===== src/rtl/mux_rr_arbiter.sv =====
// Round-robin arbiter owning the select of an 8:1 mux; grant is held until the owner releases it.
// Optional forced revoke after MAX_HOLD cycles is enabled by defining MUX_ARB_TIMEOUT_EN.
module mux_rr_arbiter #(
  parameter int N        = 8,
  parameter int SEL_W    = 3,
  parameter int MAX_HOLD = 16
) (
  input  logic             clk,
  input  logic             rst,
  input  logic [N-1:0]     req,
  input  logic             done,
  output logic [N-1:0]     grant,
  output logic [SEL_W-1:0] sel,
  output logic             valid,
  output logic             timeout
);

  if (N != 8 || SEL_W != 3 || MAX_HOLD < 1 || MAX_HOLD > 256) begin : g_bad_cfg
    $error("mux_rr_arbiter: unsupported parameter set");
  end

  typedef enum logic {IDLE, GRANT} state_t;

  state_t           state_q, state_d;
  logic [N-1:0]     grant_q, grant_d;
  logic [SEL_W-1:0] sel_q, sel_d;
  logic [SEL_W-1:0] ptr_q, ptr_d;
  logic             valid_q, valid_d;
  logic [SEL_W-1:0] search_base;
  logic [SEL_W-1:0] win;
  logic             any_req;
  logic             release_c;
  logic             expire;

  // Index arithmetic wraps naturally because N is exactly 2**SEL_W.
  function automatic logic [SEL_W-1:0] rr_pick(input logic [SEL_W-1:0] base,
                                                input logic [N-1:0]     r);
    logic [SEL_W-1:0] pick;
    logic [SEL_W-1:0] idx;
    pick = base;
    for (int j = N - 1; j >= 0; j--) begin
      idx = base + SEL_W'(j);
      if (r[idx]) pick = idx;
    end
    return pick;
  endfunction

  // After a release the search starts just past the owner, so the owner is checked last.
  assign search_base = (state_q == GRANT) ? sel_q + SEL_W'(1) : ptr_q;
  assign win         = rr_pick(search_base, req);
  assign any_req     = |req;
  assign release_c   = done | ~req[sel_q];

`ifdef MUX_ARB_TIMEOUT_EN
  logic [7:0] hold_q, hold_d;
  logic       timeout_q, timeout_d;

  assign expire    = (state_q == GRANT) && !release_c && (hold_q == 8'(MAX_HOLD - 1));
  assign hold_d    = ((state_q == GRANT) && !release_c && !expire) ? hold_q + 8'd1 : 8'd0;
  assign timeout_d = expire;

  always_ff @(posedge clk) begin
    if (rst) begin
      hold_q    <= 8'd0;
      timeout_q <= 1'b0;
    end else begin
      hold_q    <= hold_d;
      timeout_q <= timeout_d;
    end
  end

  assign timeout = timeout_q;
`else
  assign expire  = 1'b0;
  assign timeout = 1'b0;
`endif

  always_comb begin
    state_d = state_q;
    grant_d = grant_q;
    sel_d   = sel_q;
    valid_d = valid_q;
    ptr_d   = ptr_q;
    case (state_q)
      IDLE: begin
        if (any_req) begin
          state_d = GRANT;
          grant_d = N'(1) << win;
          sel_d   = win;
          valid_d = 1'b1;
        end
      end
      GRANT: begin
        if (release_c || expire) begin
          ptr_d = sel_q + SEL_W'(1);
          if (any_req) begin
            grant_d = N'(1) << win;
            sel_d   = win;
          end else begin
            state_d = IDLE;
            grant_d = '0;
            valid_d = 1'b0;
          end
        end
      end
      default: begin
        state_d = IDLE;
        grant_d = '0;
        valid_d = 1'b0;
      end
    endcase
  end

  always_ff @(posedge clk) begin
    if (rst) begin
      state_q <= IDLE;
      grant_q <= '0;
      sel_q   <= '0;
      ptr_q   <= '0;
      valid_q <= 1'b0;
    end else begin
      state_q <= state_d;
      grant_q <= grant_d;
      sel_q   <= sel_d;
      ptr_q   <= ptr_d;
      valid_q <= valid_d;
    end
  end

  assign grant = grant_q;
  assign sel   = sel_q;
  assign valid = valid_q;

endmodule


===== config.mk =====
export PLATFORM = sky130hd
export DESIGN_NAME = mux_rr_arbiter
export DESIGN_NICKNAME = d
export VERILOG_FILES = /design/src/rtl/mux_rr_arbiter.sv
export SDC_FILE = /design/constraint.sdc
export NUM_CORES = 1
export LEC_CHECK = 0
export CORE_UTILIZATION = 50
export DETAILED_ROUTE_END_ITERATION = 12
export PLACE_DENSITY = 0.86
export REMOVE_ABC_BUFFERS = 1
export SLEW_MARGIN = 20
export SYNTH_ARGS = -nofsm -noshare
export SYNTH_HDL_FRONTEND = slang
export SYNTH_SLANG_ARGS = --single-unit

===== constraint.sdc =====
create_clock -name clk -period 3.8 [get_ports clk]
set_clock_uncertainty 0.15 [all_clocks]
set_input_delay 1.14 -clock clk [delete_from_list [all_inputs] [get_ports clk]]
set_output_delay 1.14 -clock clk [all_outputs]
set_load 0.005 [all_outputs]

==> results by stage <==
Route:
- After detailed routing, the average wire length per cell comes to 17.1 um.
- Detailed routing inserted a total of 2,048 vias.
- Before antenna repair, the detailed router went through 5 iterations.
- Once detail routing completed, the nets flagged for antenna violations numbered 0.
- The violation count after the first detailed-routing iteration is 176.
- After detailed routing, the number of vias per cell comes to 6.42.
- In the routed design, unresolved DRC markers number 0.
- The total wire length is 5.46 mm.

Synthesis:
- The largest total area in the synthesized netlist belongs to sky130_fd_sc_hd__dfxtp_1.
- The number of warning messages in the yosys log is 0.
- The cell area after synthesis is 1810 um2.
- In this run, synthesis inferred 0 flip-flops with an integrated enable.
- For this run, the leading register cell type out of synthesis is sky130_fd_sc_hd__dfxtp_1.
- The proportion of synthesized flip-flops having asynchronous set or reset is 0%.
- The post-synthesis register bit count is 16.
- Synthesis produced 224 cells.
- Yosys mapped the design onto 66 distinct sky130hd cell types.
- Of the post-synthesis cell area, the dominant cell type holds 17.7%.
- Dividing the synthesized area by the synthesized cell count gives 8.09 um2.
- Sequential cells were found to cover 17.7% of the synthesized design area.
- In the post-synthesis netlist, the biggest area contributors are sky130_fd_sc_hd__dfxtp_1 (18%), sky130_fd_sc_hd__mux2i_1 (5.5%), sky130_fd_sc_hd__mux4_2 (5.0%).

Setup path:
- The critical register-to-register path endpoint is grant[0].
- Setup slack on the worst reg-to-reg path comes out at 0.20 ns.
- Data arrives at the worst endpoint at 3.63 ns.
- The setup path with the least slack is of type reg2reg.
- The launching point of the worst reg2reg path is state_q.
- STA classifies the critical path startpoint as a register.
- The required time at the endpoint of the critical path is 3.82 ns.
- For the worst flop-to-flop path, the logic depth is 14.
- The maximum fanout along the worst path is 17.
- The worst setup path is captured at a register.

Placement:
- The number of port buffers is 22.
- Routability-driven placement finished with a final weighted congestion of 1.10.
- The post-placement setup slack is -0.0834 ns.
- Summed over all nets, the half-perimeter wirelength after detailed placement is 4.22 mm.

Job:
- Across the run, the number of max-cap violations was 0.

Power:
- The analysis attributes to cell leakage a power of 0.907 nW.
- IR analysis of the VDD net gives a maximum drop of 360 uV.
- Power spread over the standard cell area amounts to 738 nW/um2.

Layout:
- The most common cell after layout, fill and taps aside is sky130_fd_sc_hd__buf_4.
- The relative area change from synthesis to final layout is 28.4%.
- For this run, the post-layout net count is 288.
- The fraction of final layout cells sized beyond drive strength 1 is 23.1%.
- The number of antenna diodes in the final layout is 0.
- The layout filler cell count is 287.
- The top cell types in the final layout, fill and taps aside, are sky130_fd_sc_hd__buf_4 (36), sky130_fd_sc_hd__clkdlybuf4s50_1 (22), sky130_fd_sc_hd__nand2_1 (19), sky130_fd_sc_hd__dfxtp_1 (16), sky130_fd_sc_hd__a21oi_1 (14).
- The final core utilization is 68.1%.

CTS:
- The clock reaches the later pin of the worst-skew pair after 0.29 ns.
- After clock tree synthesis, the clock-pin slew on the worst setup and hold paths is 0.09 ns.
- In this run the number of H-tree levels came out at 1.
- The buffer depth of the longest clock path is 2.
- The clock root buffer is sky130_fd_sc_hd__clkbuf_4.
- TritonCTS built the clock tree.
- The total clock sinks is 16.
- The number of hold buffers added after CTS is 0.
- In this run, CTS created clock tree buffers numbering 3.

GRT:
- The via count of the first global-routing pass is 1,982.
- The pin count of the biggest net entering global routing is 18.
- The most heavily used metal layer in global routing is met2.
- The first global-routing pass estimated 9.25 mm of wire.
- The global route total overflow is 0.
- The overall track demand over capacity in global routing is 29.7%.
- The initial antenna violation count is 0.
- For this run, global-route usage on met3 was measured as 6.07%.
- For met2 alone, demand over resource in global routing was 49.3%.
- The met1 routing resource usage after global routing is 37.9%.

Floorplanning:
- The floorplan die area is 3870 um2.
- The die boundary width is 62.2 um.
- Once the floorplan was initialized, standard cells occupied 53.0% of the core.
- The number of ports placed on the die boundary is 24.
- The number of cell rows is 21.
- The area of the placeable core is 3420 um2.
- The die extent in y is 62.2 um.

Hold path:
- The kind of path behind the tightest hold check is reg2reg.
- The worst hold path was traced through 2 stages.
- The end point of the worst hold path is grant[7].
- The origin of the worst min-delay path is grant[7].

STA:
- The final hold violation count is 0.
- Based on the critical path, the design can be clocked at up to 277 MHz.
- Dividing the final minimum period by the clock period gives 94.8%.
- Subtracting the final worst setup slack from the clock period gives 3.60 ns.
- Setup slack closes at 0.196 ns.
- The number of max-slew violations in the final report came to 0.
- Setup violations remaining at the end of the flow were counted as 0.
- The relative slew slack is 43.7%.
- The slew at the pin with the worst max-slew slack is 0.845 ns.

Outcome:
- The run finished with clean final reports.
routing by layer:
layer,vias to the layer above,wire [um]
met5,-,0
met4,0,156
met3,19,404
met2,103,2610
met1,966,2290
li1,960,-
area by class of cell:
class	instances	area [um2]	area share, %
tap	46	57.6	2.47
sequential	16	320	13.8
timing repair buffer	58	490	21.1
multi-input combinational	187	1390	59.7
clock buffer	4	36.3	1.56
inverter	8	32.5	1.40
worst max path at each step:
stage / to / startpoint / cells after the start
after floorplan: grant[3] / sel[0] / 11
after global placement: grant[6] / req[0] / 10
after detailed placement: grant[2] / req[0] / 10
after CTS: grant[2] / sel[0] / 11
after global routing: grant[6] / state_q / 14
final: grant[0] / state_q / 14
Yosys cell counts (all sizes together) (4+ instances only):
library cell   n
mux2i         12
o31ai         11
inv            8
o21a           4
a211oi         6
nor2          13
buf            9
nand2         19
clkbuf         4
a21oi         14
and2           6
and3           5
mux4           4
xnor2          4
o21ai         16
nor3           6
nand3         11
dfxtp         16
state kept, by name (all words and copies together) (netlist names):
name / count
valid: 1
state_q: 1
grant: 8
ptr_q: 3
sel: 3
power by group:
part           internal, W  switching, W
logic             0.000641      0.000719
clock network    0.0000584     0.0000557
registers         0.000215     0.0000280
total             0.000915      0.000802
metrics by stage:
| step | area [um2] | instances | total power, W | hold WS (ns) | TNS (ns) |
|---|---|---|---|---|---|
| floorplan | 1730 | 211 | 0.00109 | 0.299 | 0 |
| global placement | 2270 | 314 | 0.00150 | 0.286 | 0 |
| detailed placement | 2270 | 314 | 0.00153 | 0.292 | -0.524 |
| CTS | 2310 | 318 | 0.00165 | 0.309 | 0 |
| global route | 2330 | 319 | 0.00183 | 0.330 | -0.479 |
| finish | 2330 | 319 | 0.00172 | 0.304 | 0 |
kinds of logic after synthesis:
logic type                 Yosys count  share of synthesized area [%]
muxes                               19                           13.9
other                                1                          0.207
and+or+nand+nor                     82                           26.8
buffers and inverters               21                           6.22
DFF                                 16                           17.7
xor gates and xnor gates             6                           3.32
adders and majority gates            3                           2.07
AOI/OAI and AO/OA                   76                           29.8
worst max-delay path, cell delays in order, from the launching register on:
cell and delay [ns]:
sky130_fd_sc_hd__dfxtp_1 0.35, sky130_fd_sc_hd__buf_4 0.19, sky130_fd_sc_hd__nor2b_4 0.17, sky130_fd_sc_hd__nor2_8 0.16, sky130_fd_sc_hd__inv_4 0.08, sky130_fd_sc_hd__ha_2 0.44
sky130_fd_sc_hd__mux2i_1 0.23, sky130_fd_sc_hd__o21ai_0 0.22, sky130_fd_sc_hd__and2_1 0.23, sky130_fd_sc_hd__mux2i_2 0.23, sky130_fd_sc_hd__o31ai_1 0.14, sky130_fd_sc_hd__o31ai_2 0.25
sky130_fd_sc_hd__buf_4 0.18, sky130_fd_sc_hd__mux2i_2 0.34, sky130_fd_sc_hd__o31ai_1 0.13
timing repair:
action,4_1_cts,5_1_grt
gates resized for setup,0,3
setup endpoints to repair,0,8
buffers inserted,0,1
endpoints found under the hold margin,0,0
No activity file was read; power rests on OpenSTA's default activity.
